<file path="config.mk">
export PLATFORM = sky130hd
export DESIGN_NAME = sample_fifo
export DESIGN_NICKNAME = d
export VERILOG_FILES = /design/src/rtl/sample_fifo_pkg.sv /design/src/rtl/sample_fifo_mem.sv /design/src/rtl/sample_fifo.sv
export SDC_FILE = /design/constraint.sdc
export NUM_CORES = 1
export LEC_CHECK = 0
export CAP_MARGIN = 15
export CORE_MARGIN = 4
export CORE_UTILIZATION = 44
export DETAILED_ROUTE_END_ITERATION = 10
export DONT_BUFFER_PORTS = 1
export GPL_ROUTABILITY_DRIVEN = 0
export GPL_TIMING_DRIVEN = 0
export HOLD_SLACK_MARGIN = 0.05
export PLACE_DENSITY = 0.69
export RECOVER_POWER = 50
export SKIP_CTS_REPAIR_TIMING = 1
export SLEW_MARGIN = 5
export SYNTH_ARGS = -nofsm -noshare
export SYNTH_HDL_FRONTEND = slang
export SYNTH_SLANG_ARGS = --single-unit
</file>
<file path="constraint.sdc">
create_clock -name clk -period 4.3 [get_ports clk]
set_clock_uncertainty 0.2 [all_clocks]
set_input_delay 0.645 -clock clk [delete_from_list [all_inputs] [get_ports clk]]
set_output_delay 0.645 -clock clk [all_outputs]
set_load 0.01 [all_outputs]
</file>
<file path="src/rtl/sample_fifo_pkg.sv">
// Shared definitions for the sample FIFO: width defaults, the handshake
// fire condition and the pointer-width derivation.
package sample_fifo_pkg;

  localparam int DWIDTH_DEFAULT        = 32;
  localparam int FILTER_DWIDTH_DEFAULT = 16;

  function automatic logic fire(input logic req, input logic ack);
    return req && ack;
  endfunction

  // One extra wrap bit so that full and empty can be told apart.
  function automatic int ptr_width(input int depth_log);
    return depth_log + 1;
  endfunction

endpackage

</file>
<file path="src/rtl/sample_fifo_mem.sv">
// DEPTH x DWIDTH register file: one synchronous write port and one
// asynchronous read port. The contents are not reset.
module sample_fifo_mem #(
  parameter int DWIDTH    = 32,
  parameter int DEPTH_LOG = 4
) (
  input  logic                 clk,
  input  logic                 we,
  input  logic [DEPTH_LOG-1:0] waddr,
  input  logic [0:DWIDTH-1]    wdata,
  input  logic [DEPTH_LOG-1:0] raddr,
  output logic [0:DWIDTH-1]    rdata
);

  localparam int DEPTH = 2 ** DEPTH_LOG;

  logic [0:DWIDTH-1] mem [DEPTH];

  always_ff @(posedge clk) begin
    if (we) begin
      mem[waddr] <= wdata;
    end
  end

  assign rdata = mem[raddr];

endmodule

</file>
<file path="src/rtl/sample_fifo.sv">
// First-word-fall-through sample buffer with a passive write port, an active
// read port and registered empty/full/almost_full/level status.
module sample_fifo
  import sample_fifo_pkg::*;
#(
  parameter int DWIDTH      = DWIDTH_DEFAULT,
  parameter int DEPTH_LOG   = 4,
  parameter int AFULL_LEVEL = 12
) (
  input  logic                 clk,
  input  logic                 rst,
  input  logic                 in_req,
  output logic                 in_ack,
  input  logic [0:DWIDTH-1]    in_data,
  output logic                 out_req,
  input  logic                 out_ack,
  output logic [0:DWIDTH-1]    out_data,
  output logic                 empty,
  output logic                 full,
  output logic                 almost_full,
  output logic [DEPTH_LOG:0]   level,
  output logic                 proto_err
);

  localparam int DEPTH = 2 ** DEPTH_LOG;
  localparam int PW    = ptr_width(DEPTH_LOG);

  localparam logic [PW-1:0] ONE          = PW'(1);
  localparam logic [PW-1:0] LAST_FREE    = PW'(DEPTH - 1);
  localparam logic [PW-1:0] AFULL_ON_PUSH = PW'(AFULL_LEVEL - 1);
  localparam logic [PW-1:0] AFULL_ON_POP  = PW'(AFULL_LEVEL + 1);

  logic [PW-1:0]     wr_ptr;
  logic [PW-1:0]     rd_ptr;
  logic [PW-1:0]     level_q;
  logic              empty_q;
  logic              full_q;
  logic              afull_q;
  logic              proto_err_q;
  logic              push;
  logic              pop;
  logic [0:DWIDTH-1] rdata;

  assign in_ack  = in_req && !full_q && !rst;
  assign out_req = !empty_q;
  assign push    = fire(in_req, in_ack);
  assign pop     = fire(out_req, out_ack);

  sample_fifo_mem #(
    .DWIDTH    (DWIDTH),
    .DEPTH_LOG (DEPTH_LOG)
  ) u_mem (
    .clk   (clk),
    .we    (push),
    .waddr (wr_ptr[DEPTH_LOG-1:0]),
    .wdata (in_data),
    .raddr (rd_ptr[DEPTH_LOG-1:0]),
    .rdata (rdata)
  );

  // Flags follow the current occupancy and the direction of change, so they
  // update on the same edge as the pointers without a next-state compare.
  always_ff @(posedge clk or posedge rst) begin
    if (rst) begin
      wr_ptr      <= '0;
      rd_ptr      <= '0;
      level_q     <= '0;
      empty_q     <= 1'b1;
      full_q      <= 1'b0;
      afull_q     <= 1'b0;
      proto_err_q <= 1'b0;
    end else begin
      if (push) begin
        wr_ptr <= wr_ptr + ONE;
      end
      if (pop) begin
        rd_ptr <= rd_ptr + ONE;
      end
      if (out_ack && !out_req) begin
        proto_err_q <= 1'b1;
      end
      case ({push, pop})
        2'b10: begin
          level_q <= level_q + ONE;
          empty_q <= 1'b0;
          full_q  <= (level_q == LAST_FREE);
          afull_q <= (level_q >= AFULL_ON_PUSH);
        end
        2'b01: begin
          level_q <= level_q - ONE;
          empty_q <= (level_q == ONE);
          full_q  <= 1'b0;
          afull_q <= (level_q >= AFULL_ON_POP);
        end
        default: begin
        end
      endcase
    end
  end

  assign out_data    = empty_q ? '0 : rdata;
  assign empty       = empty_q;
  assign full        = full_q;
  assign almost_full = afull_q;
  assign level       = level_q;
  assign proto_err   = proto_err_q;

endmodule

</file>
==> results of run 1 <==
per-stage QoR:
stage          cell area (um2)  worst slack [ns]
4_1_cts                  23710            0.6568
3_3_place_gp             21720            -2.238
5_1_grt                  24050            0.4828
3_5_place_dp             22210             1.010
6_report                 24050            0.4954
2_1_floorplan            20960            0.1756
synth_stat cells (6+ instances only):
cell type / n
dfrtp_1: 16
clkbuf_1: 13
nand2_1: 44
buf_12: 10
inv_1: 8
buf_6: 14
ha_1: 11
edfxtp_1: 512
a22oi_1: 128
xnor2_1: 6
buf_2: 24
nand3_1: 65
mux2i_1: 257
nor2_1: 20
nor2b_1: 6
power groups by stage:
stage | logic (W) | clock network (W) | registers, W
6_report | 0.00512 | 0.00409 | 0.00613
5_1_grt | 0.00547 | 0.00437 | 0.00615
4_1_cts | 0.00509 | 0.00415 | 0.00613
3_5_place_dp | 0.00506 | 0 | 0.00623
3_3_place_gp | 0.00490 | 0 | 0.00625
2_1_floorplan | 0.00341 | 0 | 0.00621
area by class of cell:
cell class,count,area (um2),share of cell area [%]
tap,607,759.5,3.158
antenna,1,2.502,0.01041
clock buffer,73,1359,5.650
inverter,8,30.03,0.1249
clock inverter,20,138.9,0.5775
multi-input combinational,569,4652,19.34
sequential,529,15800,65.71
buffer,68,581.8,2.419
timing repair buffer,60,723.2,3.007
per-layer routing:
layer / track usage (%) / up-vias
li1: - / 4876
met1: 25.56 / 5605
met2: 31.94 / 471
met3: 4.337 / 87
met4: 6.108 / 4
met5: 0 / -
cell families (layout without fill, tap and decap cells):
group                      Yosys count  count (layout)  synth area share (%)
and+or+nand+nor                    150             150                 3.373
AOI/OAI and AO/OA                  141             141                 4.960
other                                0               1                     0
muxes                              258             258                 12.33
DFF                                529             529                 75.38
xor gates and xnor gates             9               9                0.3761
buffers and inverters               76             229                 2.925
adders and majority gates           11              11                0.6566
worst max-delay path, delay by kind of cell (launching register included):
| kind | cells | cell delay [ns] |
|---|---|---|
| buffers and inverters | 1 | 0.82 |
| DFF | 1 | 0.48 |
| and+or+nand+nor | 3 | 1.06 |
worst paths after layout:
path	slack [ns]	start	depth (start not counted)	end
worst max-delay path	0.50	empty$_DFFE_PP1P_	4	out_data[28]
worst min-delay path	0.09	rst	2	wr_ptr[0]$_DFFE_PP0P_
worst max register to register	1.10	full$_DFFE_PP0P_	6	u_mem.mem[2][23]$_DFFE_PP_
worst min register to register	0.33	proto_err$_DFFE_PP0P_	1	proto_err$_DFFE_PP0P_
max in group asynchronous	3.07	rst	2	rd_ptr[2]$_DFFE_PP0P_
min in group asynchronous	0.39	rst	2	level[3]$_DFFE_PP0P_
sequential cells by signal, summed over array words and instances, names as in the netlist:
signal       count
almost_full      1
empty            1
full             1
level            5
proto_err        1
rd_ptr           4
u_mem.mem      512
wr_ptr           4
cells in the final DEF (no fill, tap or decap), types with 8 or more instances in the layout:
cell type,instances
mux2i_1,257
clkinv_1,12
edfxtp_1,512
dfrtp_1,16
inv_1,8
a22oi_1,128
clkbuf_1,36
buf_2,23
buf_6,16
nand2_1,44
nand3_1,65
buf_4,12
clkbuf_16,51
nor2_1,8
ha_1,11
dlygate4sd3_1,34
buf_12,22
nor2_4,12
==> flow_summary.toml, run 1 <==
[yosys]
synthDominantCellAreaShare_pct = 73.35
syn_avg_cell_area_um2 = 17.85
yosysSeqAreaShare_pct = 75.38
yosysTopAreaCell = "edfxtp_1"
synth.distinct_cells = 37
ys_ff_latch = 529
synth_area_leaders = "edfxtp_1 73%, mux2i_1 12%, a22oi_1 4.6%"
syn_nets = 1221
synth-edff-count = 512
synth-async-reset-ratio_pct = 3.214
syn_inst = 1174
netlist_area_mm2 = 0.02096
yosys_warnings = 0
ys.flop_type = "edfxtp_1"

[power]
leakage_nw = 8.469
max-vdd-ir-drop_mv = 0.4604
p_int_w = 0.01011
switching_share_pct = 34.10
powerDensity_mw_per_mm2 = 637.9
seq_power_share_pct = 39.9
p_comb_share_pct = 33.4
netSwitchingPower_w = 0.005232
clkPwrFrac_pct = 26.7
p_total_w = 0.01534

[critical_path]
crit_type = "flip-flop to output pin"
crit_chain = "nor2_1 > clkbuf_1 > nand3_1 > nand2_1"
endpoint_kind = "output pin"
required_ns = 3.45
critPathMaxFanout = 10
critPathArrivalTime_ns = 2.96
slowest_stage = "clkbuf_1"
max_stage_delay_ns = 0.82
startpoint_type = "flip-flop"

[routing]
ant_nets = 0
wl_met2_mm = 24.04
drtPass1Iterations = 5
vias = 11040
viasPerCell = 5.707
route.met3.wl_mm = 4.250
wire_per_inst_um = 25.70
m1WireLength_mm = 20.13
post-route-drc-count = 0
dr.first_iter.drc_count = 1179
top_layer_used = "met5"
drt-total-wl_mm = 49.73

[place]
dpl.hpwl_mm = 30.94
io_buffers = 0
dp_cells = 1807

[global_routing]
grtUsageTotal_pct = 19.26
grt_remaining_overflow = 0
grt_max_degree = 23
grt_pass1_vias = 10970
grt_first_pass_wirelength_mm = 72.10
antenna_found_initial = 3

[final_layout]
nets = 1334
num-fill-cells = 3793
instances_no_fill = 1935
drive_gt1_share_pct = 11.68
syn_to_final_growth_pct = 14.73
utilization_pct = 51.33

[die]
die_height_um = 226.3
pin_count = 79
start_util_pct = 44.74
row_count = 79
core_mm2 = 0.04685
dieArea_mm2 = 0.05120
die_x_um = 226.3

[sta]
slew_headroom_pct = 32.77
fin_crit_ns = 3.805
setup_viol = 0
setup-tns-final_ns = 0
fin_hold_ws_ns = 0.09014
fmax_mhz = 262.8
rsz0062_at_grt = "false"
report.final.slew_viol_count = 0
hold_viol = 0
min_period_over_period_pct = 88.48
worst_pin_slew_ns = 1.008

[cts]
cts-buffers-inserted = 51
cts_buffer_depth = 3
cts_sinks = 529
cts_tree = "built"
cts-root-buf = "clkbuf_16"
clk_latency_ns = 0.59
h-tree-depth = 2
path_clk_slew_ns = 0.06

[run_status]
status = "completed"

[worst_hold_path]
worstHoldPathType = "input port to flip-flop"

[run]
maxCapViolations = 0
No activity file was read; power rests on OpenSTA's default activity.
==> run 2, diff against run 1 <==
CORE_MARGIN = 1.5   (was 4)
MAX_ROUTING_LAYER = met4   (was unset)
PLACE_DENSITY = unset   (was 0.69)
==> flow_summary.toml, run 2 (same netlist as run 1, synthesis figures left out) <==
[run_status]
status = "completed"

[place]
dpl-instance-area_mm2 = 0.02238
io_buffers = 0
dpl.hpwl_mm = 31.76
pre_cts_slack_ns = 1.052

[power]
leakage_nw = 8.651
p_total_w = 0.01582
seq_power_share_pct = 38.7
switching_share_pct = 33.65
powerDensity_mw_per_mm2 = 648.0
netSwitchingPower_w = 0.005325
max-vdd-ir-drop_mv = 0.4611
p_comb_share_pct = 32.6
clkPwrFrac_pct = 28.7
p_int_w = 0.01050

[critical_path]
max_stage_delay_ns = 0.80
crit_chain = "nor2_1 > clkbuf_1 > nand3_1 > nand2_1"
cp_top_family = "simple AND/OR/NAND/NOR gates"
critPathArrivalTime_ns = 3.03
cp.buffers_inverters = 1
critPathMaxFanout = 10
endpoint_kind = "output pin"
required_ns = 3.45
startpoint_type = "flip-flop"
crit_type = "flip-flop to output pin"
slowest_stage = "clkbuf_1"

[final_layout]
final_common_cell = "edfxtp_1"
drive_gt1_share_pct = 13.16
regMostFlops = "u_mem.mem"
design_area_mm2 = 0.02442
diodes = 0
final_cell_mix = "512 x edfxtp_1, 257 x mux2i_1, 128 x a22oi_1"
syn_to_final_growth_pct = 16.49
nets = 1342
largest_reg_flops = 512
num-fill-cells = 3751

[die]
die_x_um = 221.3
core_mm2 = 0.04675
dieArea_mm2 = 0.04896
die_height_um = 221.3
row_count = 79
pin_count = 79
start_util_pct = 44.83

[routing]
drt-total-wl_mm = 50.87
dr.first_iter.drc_count = 916
drtPass1Iterations = 5
viasPerCell = 5.624
wire_per_inst_um = 26.17
post-route-drc-count = 0
ant_nets = 0
vias = 10930

[cts]
cts-buffers-inserted = 53
path_clk_slew_ns = 0.06
clk_latency_ns = 0.59
cts_buffer_depth = 3
cts_tree = "built"
cts-root-buf = "clkbuf_16"
h-tree-depth = 2
cts_sinks = 529

[sta]
setup-tns-final_ns = 0
min_period_over_period_pct = 90.05
hold_viol = 0
setup_viol = 0
fmax_mhz = 258.3
fin_crit_ns = 3.872
rsz0062_at_grt = "false"
slew_headroom_pct = 14.68
worst_pin_slew_ns = 1.277
report.final.slew_viol_count = 0
layout_setup_ws_ns = 0.4280

[worst_hold_path]
worstHoldPathType = "input port to flip-flop"

[global_routing]
antenna_found_initial = 0
grt_max_degree = 24
grt_remaining_overflow = 0
grt_first_pass_wirelength_mm = 73.15
grt_pass1_vias = 10860
grtUsageTotal_pct = 21.35

[run]
maxCapViolations = 0
==> run 2: per-layer routing <==
layer | vias up | track usage (%) | routed length, um | share of wire [%]
met2 | 301 | 34.43 | 24890 | 49
met5 | - | - | 0 | 0
met4 | 0 | 5.517 | 1055 | 2.1
met1 | 5649 | 27.57 | 21990 | 43
met3 | 75 | 4.581 | 2929 | 5.8
li1 | 4908 | - | - | -
==> run 2: path summary, 6_finish.rpt <==
check / startpoint / endpoint / slack (ns) / cells past startpoint
setup / recovery: empty$_DFFE_PP1P_ / out_data[30] / 0.43 / 4
hold / removal: rst / wr_ptr[0]$_DFFE_PP0P_ / 0.23 / 2
setup reg to reg: full$_DFFE_PP0P_ / u_mem.mem[0][13]$_DFFE_PP_ / 0.55 / 6
hold reg to reg: proto_err$_DFFE_PP0P_ / proto_err$_DFFE_PP0P_ / 0.33 / 1
max in group asynchronous: rst / rd_ptr[2]$_DFFE_PP0P_ / 3.03 / 2
min in group asynchronous: rst / level[3]$_DFFE_PP0P_ / 0.41 / 2
==> run 2: layout make-up <==
| cell class | count | area, um2 | share of cell area [%] |
|---|---|---|---|
| clock buffers | 70 | 1463 | 5.990 |
| repair buffers | 66 | 885.9 | 3.628 |
| well taps | 607 | 759.5 | 3.110 |
| flip-flops and latches | 529 | 15800 | 64.71 |
| plain buffers | 68 | 581.8 | 2.383 |
| inverters | 8 | 30.03 | 0.1230 |
| clock inverters | 27 | 256.5 | 1.050 |
| multi-input cells | 569 | 4641 | 19.00 |
==> run 2: power by group through the flow <==
stage	Sequential (W)	Combinational, W	Clock (W)
final	0.00613	0.00516	0.00454
after global routing	0.00615	0.00551	0.00480
after CTS	0.00613	0.00516	0.00460
after detailed placement	0.00623	0.00514	0
after global placement	0.00625	0.00498	0
after floorplan	0.00621	0.00341	0
==> run 2: metrics by stage <==
step / instances / hold slack, ns / util, %
after floorplan: 1174 / 0.2596 / -
after global placement: 1781 / 0.2768 / 46.46
after detailed placement: 1813 / 0.3120 / 47.86
after CTS: 1910 / -0.1366 / 51.54
after global routing: 1944 / 0.2447 / 52.23
final: 1944 / 0.2290 / 52.23
